`src/rtl/uart_rx_pkg.sv`:
```
// rtl/uart_rx_pkg.sv - shared constants and types for the UART RX oversampling front end
package uart_rx_pkg;

  localparam int unsigned UART_PRESCALE_8  = 8;
  localparam int unsigned UART_PRESCALE_16 = 16;
  localparam int unsigned UART_PRESCALE_32 = 32;

  localparam int unsigned UART_MAX_FRAME_BITS = 11;

  // Sample window offsets relative to H = Prescale >> 1 (shared with deserializer/checkers)
  localparam int unsigned SMP_OPEN_OFS         = 1;  // first capture and Sample_Valid clear at H-1
  localparam int unsigned SMP_ISSUE_OFS        = 2;  // majority result registered at H+2
  localparam int unsigned SMP_SINGLE_ISSUE_OFS = 1;  // single-sample result registered at H+1
  localparam int unsigned SMP_CONSUME_OFS      = 3;  // downstream reads Sampled_Bit at H+3

  typedef enum logic {
    SMP_IDLE  = 1'b0,
    SMP_COUNT = 1'b1
  } smp_state_t;

endpackage

```
`src/rtl/uart_rx_edge_sampler_majority3.sv`:
```
// rtl/uart_rx_edge_sampler_majority3.sv - three-input majority vote
module majority3 (
  input  logic a,
  input  logic b,
  input  logic c,
  output logic y
);

  assign y = (a & b) | (a & c) | (b & c);

endmodule

```
`src/rtl/uart_rx_edge_sampler.sv`:
```
// rtl/uart_rx_edge_sampler.sv - UART RX oversampling edge/bit counter and mid-bit sampler
// UART_RX_MAJORITY_EN selects three-sample majority; otherwise a single sample at H.
module uart_rx_edge_sampler #(
  parameter int Prescale_Width = 6,
  parameter int Bit_Cnt_Width  = 4
) (
  input  logic                      clk,
  input  logic                      rst,
  input  logic                      RX_In,
  input  logic [Prescale_Width-1:0] Prescale,
  input  logic                      Enable,
  output logic [Prescale_Width-1:0] Edge_Cnt,
  output logic [Bit_Cnt_Width-1:0]  Bit_Cnt,
  output logic                      Bit_Tick,
  output logic                      Sampled_Bit,
  output logic                      Sample_Valid
);

  import uart_rx_pkg::*;

  smp_state_t                state_q;
  smp_state_t                state_d;
  logic                      count_en;
  logic [Prescale_Width-1:0] half;
  logic [Prescale_Width-1:0] last_edge;
  logic [Prescale_Width-1:0] open_pt;
  logic [Prescale_Width-1:0] mid_pt;
  logic [Prescale_Width-1:0] issue_pt;
  logic                      s1;
  logic                      vote;

  assign half      = Prescale >> 1;
  assign last_edge = Prescale - Prescale_Width'(1);
  assign open_pt   = half - Prescale_Width'(SMP_OPEN_OFS);
  assign mid_pt    = half;
`ifdef UART_RX_MAJORITY_EN
  logic                      s0;
  logic                      s2;
  logic [Prescale_Width-1:0] post_pt;
  assign post_pt   = half + Prescale_Width'(1);
  assign issue_pt  = half + Prescale_Width'(SMP_ISSUE_OFS);

  majority3 u_vote (
    .a (s0),
    .b (s1),
    .c (s2),
    .y (vote)
  );
`else
  assign issue_pt  = half + Prescale_Width'(SMP_SINGLE_ISSUE_OFS);

  majority3 u_vote (
    .a (s1),
    .b (s1),
    .c (s1),
    .y (vote)
  );
`endif

  // The first enabled edge only parks the counters at 0, so Edge_Cnt reads 0 then 1.
  always_comb begin
    state_d = SMP_IDLE;
    case (state_q)
      SMP_IDLE:  if (Enable) state_d = SMP_COUNT;
      SMP_COUNT: if (Enable) state_d = SMP_COUNT;
      default:   state_d = SMP_IDLE;
    endcase
  end

  always_ff @(posedge clk or posedge rst) begin
    if (rst) state_q <= SMP_IDLE;
    else     state_q <= state_d;
  end

  assign count_en = Enable && (state_q == SMP_COUNT);
  assign Bit_Tick = (state_q == SMP_COUNT) && (Edge_Cnt == last_edge);

  always_ff @(posedge clk or posedge rst) begin
    if (rst) begin
      Edge_Cnt     <= '0;
      Bit_Cnt      <= '0;
      Sample_Valid <= 1'b0;
      Sampled_Bit  <= 1'b1;
      s1           <= 1'b1;
`ifdef UART_RX_MAJORITY_EN
      s0           <= 1'b1;
      s2           <= 1'b1;
`endif
    end else if (!count_en) begin
      Edge_Cnt     <= '0;
      Bit_Cnt      <= '0;
      Sample_Valid <= 1'b0;
    end else begin
      if (Edge_Cnt == last_edge) begin
        Edge_Cnt <= '0;
        Bit_Cnt  <= Bit_Cnt + Bit_Cnt_Width'(1);
      end else begin
        Edge_Cnt <= Edge_Cnt + Prescale_Width'(1);
      end
      if (Edge_Cnt == open_pt) Sample_Valid <= 1'b0;
      if (Edge_Cnt == mid_pt)  s1 <= RX_In;
`ifdef UART_RX_MAJORITY_EN
      if (Edge_Cnt == open_pt) s0 <= RX_In;
      if (Edge_Cnt == post_pt) s2 <= RX_In;
`endif
      if (Edge_Cnt == issue_pt) begin
        Sampled_Bit  <= vote;
        Sample_Valid <= 1'b1;
      end
    end
  end

endmodule

```
`config.mk`:
```
export PLATFORM = sky130hd
export DESIGN_NAME = uart_rx_edge_sampler
export DESIGN_NICKNAME = d
export VERILOG_FILES = /design/src/rtl/uart_rx_pkg.sv /design/src/rtl/uart_rx_edge_sampler_majority3.sv /design/src/rtl/uart_rx_edge_sampler.sv
export SDC_FILE = /design/constraint.sdc
export NUM_CORES = 1
export LEC_CHECK = 0
export ABC_CLOCK_PERIOD_IN_PS = 2100
export CAP_MARGIN = 20
export CORE_MARGIN = 3
export CORE_UTILIZATION = 49
export DETAILED_ROUTE_END_ITERATION = 10
export PLACE_DENSITY = 0.73
export SETUP_SLACK_MARGIN = 0.3
export SYNTH_ARGS = -nofsm -noshare
export SYNTH_HDL_FRONTEND = slang
export SYNTH_SLANG_ARGS = --single-unit
export TNS_END_PERCENT = 20
```
`constraint.sdc`:
```
create_clock -name clk -period 2.1 [get_ports clk]
set_input_delay 0.42 -clock clk [delete_from_list [all_inputs] [get_ports clk]]
set_output_delay 0.42 -clock clk [all_outputs]
set_load 0.01 [all_outputs]
```
==> Word level (Yosys, flattened, before mapping) <==
Index checks and enable logic that the tools add are counted.
{ "word_totals": {"register_bits": 14, "latchBits": 0, "ramBits": 0, "romBits": 0, "out_inout_bits": 13, "wordCells": 29, "mem_count": 0} }
{ "op_classes": {"n_addsub": 5, "mul": 0, "n_div": 0, "order_cmp": 0, "eq_ne": 6, "n_shift": 0, "mux": 8, "bitwise_logic": 0, "n_reduce_logical": 4} }
{ "ops": {"columns": ["operator", "n"], "rows": [
  ["equality test 6 bit", 3],
  ["two-way mux 6 bit", 2],
  ["two-way mux 4 bit", 2],
  ["adder 5 x 1 -> 6 bit, second input constant", 1],
  ["adder 6 x 1 -> 6 bit, second input constant", 1],
  ["equality test 6 x 5 -> 1 bit", 1],
  ["subtractor 5 x 1 -> 6 bit, second input constant", 1],
  ["subtractor 6 x 1 -> 6 bit, second input constant", 1],
  ["adder 4 x 1 -> 4 bit, second input constant", 1],
  ["two-way mux 1 bit", 4],
  ["AND reduction 2 bit", 2],
  ["inequality test 3 x 1 -> 1 bit, second input constant", 1],
  ["logical AND 1 bit", 2],
  ["inequality test 2 x 1 -> 1 bit, second input constant", 1]
]} }

==> Longest topological paths before layout <==
Gate-level depths: netlist of run 1.
{ "logic_depth": {"ltp_word": 5, "mapped_depth": 8, "depth_no_buf": 7} }

==> By module <==
From an unflattened synthesis of run 1, not the netlist that was laid out.
{ "unflattened": {"cells_unflattened": 124, "hier_area_um2": 1123.6} }
{ "by_module_without_submodules": {"columns": ["module", "instances", "cells_each", "area_each_um2", "seq_area_each_um2"], "rows": [
  ["uart_rx_edge_sampler", 1, 123, 1112.3, 352.8],
  ["majority3", 1, 1, 11.3, 0.0]
]} }

==> Worst setup path before layout of run 1 <==
Ideal clock, no wire load.
{ "synth_path": {"kind": "input to register", "start": "input Prescale[2]", "end": "register Bit_Cnt[3]", "setup_ns": 0.078, "t_arrival_ns": 2.013, "required_time_ns": 2.022, "setup_slack_ns": 0.008, "stages": 8, "path_buffers": 1, "path_cell_list": "buf_6 > inv_1 > ha_1 > a21boi_4 > xnor2_1 > o211ai_2 > or4_1 > a21oi_1"} }
{ "synth_between": {"elab_chain_len": 3} }
{ "synth_lines": {"columns": ["item", "line", "rtl"], "rows": [
  ["start, declared", "uart_rx_edge_sampler.sv:10", "input logic [Prescale_Width-1:0] Prescale,"],
  ["subtractor 6 x 1 -> 6 bit", "uart_rx_edge_sampler.sv:33", "assign last_edge = Prescale - Prescale_Width'(1);"],
  ["equality test 6 bit", "uart_rx_edge_sampler.sv:94", "if (Edge_Cnt == last_edge) begin"],
  ["inequality test 2 x 1 -> 1 bit (no line)", null, null],
  ["end signal, assigned", "uart_rx_edge_sampler.sv:96", "Bit_Cnt <= Bit_Cnt + Bit_Cnt_Width'(1);"],
  ["end, declared", "uart_rx_edge_sampler.sv:13", "output logic [Bit_Cnt_Width-1:0] Bit_Cnt,"]
]} }
No other way between the ends.
A chain may end at the register's enable or synchronous reset.

==> Worst setup path in the final report of run 1 <==
{ "layout_path": {"start": "register Edge_Cnt[5]", "end": "output Bit_Tick"} }
{ "layout_between": {"elab_chain_len": 2} }
{ "layout_lines": {"columns": ["item", "line", "rtl"], "rows": [
  ["start, declared", "uart_rx_edge_sampler.sv:12", "output logic [Prescale_Width-1:0] Edge_Cnt,"],
  ["start signal, assigned", "uart_rx_edge_sampler.sv:98", "Edge_Cnt <= Edge_Cnt + Prescale_Width'(1);"],
  ["equality test 6 bit", "uart_rx_edge_sampler.sv:76", "assign Bit_Tick = (state_q == SMP_COUNT) && (Edge_Cnt == last_edge);"],
  ["logical AND 1 bit", "uart_rx_edge_sampler.sv:76", null],
  ["end, declared", "uart_rx_edge_sampler.sv:14", "output logic Bit_Tick,"]
]} }
No other way between the ends.

==> qor.yml, run 1 <==
status:
  status: "finished clean"
detailed_routing:
  route.detailed.drc: 0
  wl_met1_um: 1370
  final_antenna_net_count: 0
  viasPerCell: 5.69
  met2_length_um: 1670
  vias: 1173
  wl_met3_um: 186
  wirelength_um: 3380
  drtPass1Iterations: 4
  first_iter_violations: 24
  top_layer: "met4"
  post_drt_wl_per_cell_um: 16.4
global_route:
  grt.total_usage_pct: 26.3
  grt_pass1_wl_um: 5460
  grt_max_degree: 15
  grt_pass1_vias: 1208
  antenna_found_initial: 0
  overflow: 0
run:
  maxCapViolations: 0
synthesis:
  yosys-top-cells-area: "dfrtp_1, xnor2_1, xor2_1"
  synth-edff-count: 0
  synth-main-ff-cell: "dfrtp_1"
  synth.avg_cell_area_um2: 9.08
  ys_warn_count: 0
  async_reset_ff_share_pct: 100
  ys_seq_elements: 14
  ys_seq_area_share_pct: 30.9
  synth_top_cell_by_area: "dfrtp_1"
  syn_area_um2: 1140
  syn-num-nets: 142
  synth_top_area_share_pct: 26.3
  syn_inst: 126
  yosysUniqueCellTypes: 42
timing:
  setup_violations: 0
  setup_ws_ns: 0.0366
  fin_crit_sh_pct: 98.3
  finalMaxSlewViolations: 0
  slew_headroom_pct: 64.3
  fmax_mhz: 485
  rsz0062_at_grt: "yes"
  fin_skew_ns: 0.0129
  final.min_clock_period_ns: 2.06
  tns_ns: 0
  hold_violations: 0
  tightest_slew_ns: 0.534
clock_network:
  htreeDepth: 1
  cts_tree: "yes"
  cts_buffer_depth: 2
  clkSinkCount: 14
  cts_buffers: 3
  clkTransAtPathRegs_ns: 0.10
  cts_root_buf: "clkbuf_4"
  clkLatencyLatePin_ns: 0.30
layout:
  fin_util_pct: 87.0
  area_delta_synth_final_pct: 58.4
  final_cell_area_um2: 1810
  multiInputGateArea_um2: 870
  diodes: 0
  drive_gt1_share_pct: 40.8
  mostFrequentLayoutCells: "buf_4, clkdlybuf4s50_1, dfrtp_1"
  register_area_um2: 353
  layout_commonest_cell: "buf_4"
  final_cell_count_no_fill: 206
  fill_cells: 117
  final_net_count: 196
worst_setup_path:
  crit_buf_inv: 2
  worstSetupStartpointType: "flop"
  end_kind: "output port"
  worstPathRequired_ns: 1.68
  ff2ff_setup_slack_ns: 0.16
  critical_path.top_delay_family: "flip-flops"
  ff2ff_path_depth: 6
  critPathLaunch: "Edge_Cnt[5]"
  rr_endpoint: "Sampled_Bit"
  cp_slowest_stage_delay_ns: 0.43
  cp_data_arrival_time_ns: 1.64
  regToRegStartpoint: "Edge_Cnt[5]"
  critPathSlowestCell: "dfrtp_1"
  path_class: "flop to output port"
  path_cells: "xor2_2 > buf_4 > a21oi_2 > o211a_1 > and3_4 > buf_6"
  critPathMaxFanout: 2
power_and_ir_drop:
  ir_worst_vdd_mv: 0.498
  cellPowerDensity_nw_per_um2: 393
  p_leak_nw: 0.776
place:
  place_congestion: 0.863
  place_area_um2: 1610
  port-buffer-count: 22
  place_inst: 196
  post-dp-hpwl_um: 2380
  pre_cts_slack_ns: -0.783
floorplanning:
  initial_core_util_pct: 54.9
  io_pins: 23
  dieArea_um2: 2950
  fp.dieH_um: 54.3
  coreArea_um2: 2080
  core.rowCount: 16
  die_x_um: 54.3
worst_hold_path:
  hold_class: "input pin to async pin"
[layer usage]
metal	track usage (%)	up-vias
met3	5.18	19
met2	47.4	47
li1	-	554
met4	12.4	0
met5	0	-
met1	29.2	553
[how the worst max path moves through the flow]
stage          depth (start not counted)       end  slack [ns]
6_report                               6  Bit_Tick        0.04
5_1_grt                                6  Bit_Tick      0.0002
4_1_cts                                6  Bit_Tick         0.1
3_5_place_dp                           8  Bit_Tick       -0.78
3_3_place_gp                           8  Bit_Tick       -0.76
2_1_floorplan                          7  Bit_Tick        0.19
[report_power, final]
| part | switching, W | leakage [nW] | total [W] | internal [W] |
|---|---|---|---|---|
| combinational | 0.000107 | 0.570 | 0.000220 | 0.000113 |
| sequential | 0.00000467 | 0.185 | 0.000284 | 0.000280 |
| clock | 0.000101 | 0.0210 | 0.000207 | 0.000106 |
| total | 0.000213 | 0.776 | 0.000711 | 0.000499 |
[kinds of logic after synthesis]
logic type      count (synthesis)  share of synthesized area (%)
buf+inv                        13                           6.45
compound gates                 27                           18.6
simple gates                   44                           20.2
xor+xnor                       20                           15.3
mux                             2                           1.97
fa+ha+maj                       6                           6.56
flops                          14                           30.9
[stage by stage]
step	hold slack, ns	total power, W
finish	0.459	0.000711
global route	0.511	0.000742
CTS	0.484	0.000697
detailed placement	0.490	0.000476
global placement	0.490	0.000472
floorplan	0.308	0.000392
[worst register-to-register path: stages (launching register included)]
cell      delay, ns
dfrtp_1        0.43
buf_4          0.18
or2_2          0.29
a211o_1        0.29
o21a_1         0.11
a211oi_2       0.22
mux2_1         0.35
[sequential cells by signal, indices dropped and copies added, names as in the netlist]
| name | cells |
|---|---|
| s1 | 1 |
| Sampled_Bit | 1 |
| Edge_Cnt | 6 |
| Sample_Valid | 1 |
| Bit_Cnt | 4 |
| state_q | 1 |
[timing repair]
action | in CTS | in global routing
hold buffers | 0 | 0
gates resized for setup | 42 | 7
setup endpoints to repair | 18 | 20
pin swaps | 11 | 4
cloned | 0 | 0
setup buffers | 6 | 0
[area by class of cell]
| class | instances | area share [%] |
|---|---|---|
| timing repair buffer | 56 | 26.7 |
| inverter | 6 | 1.93 |
| multi-input combinational | 99 | 48.0 |
| sequential | 14 | 19.5 |
| tap | 27 | 1.86 |
| clock buffer | 4 | 2.00 |
[Yosys cell counts (2+ instances only)]
master and instances:
buf_2 2, o21a_1 2, a21oi_1 6, ha_1 6, nand4_1 5, buf_6 2, nor3_1 7, and3_1 2
dfstp_2 2, o31ai_1 2, nor2_1 9, o211a_1 2, dfrtp_1 12, xor2_1 10, nand3b_1 2, inv_1 6
nand3_1 4, or4_1 2, buf_4 2, xnor2_1 10, or2_2 2, nand2_1 7, o21ai_0 3
Power figures use the tool's default switching activity.
==> inputs of run 2 (changes only) <==
--- a/config.mk
+++ b/config.mk
@@ -10,6 +10,7 @@
 export CORE_MARGIN = 3
 export CORE_UTILIZATION = 49
 export DETAILED_ROUTE_END_ITERATION = 10
+export GPL_ROUTABILITY_DRIVEN = 1
 export PLACE_DENSITY = 0.73
 export SETUP_SLACK_MARGIN = 0.3
 export SYNTH_ARGS = -nofsm -noshare
==> results of run 2 <==
Final layout, timing and power as in run 1 (identical DEF).
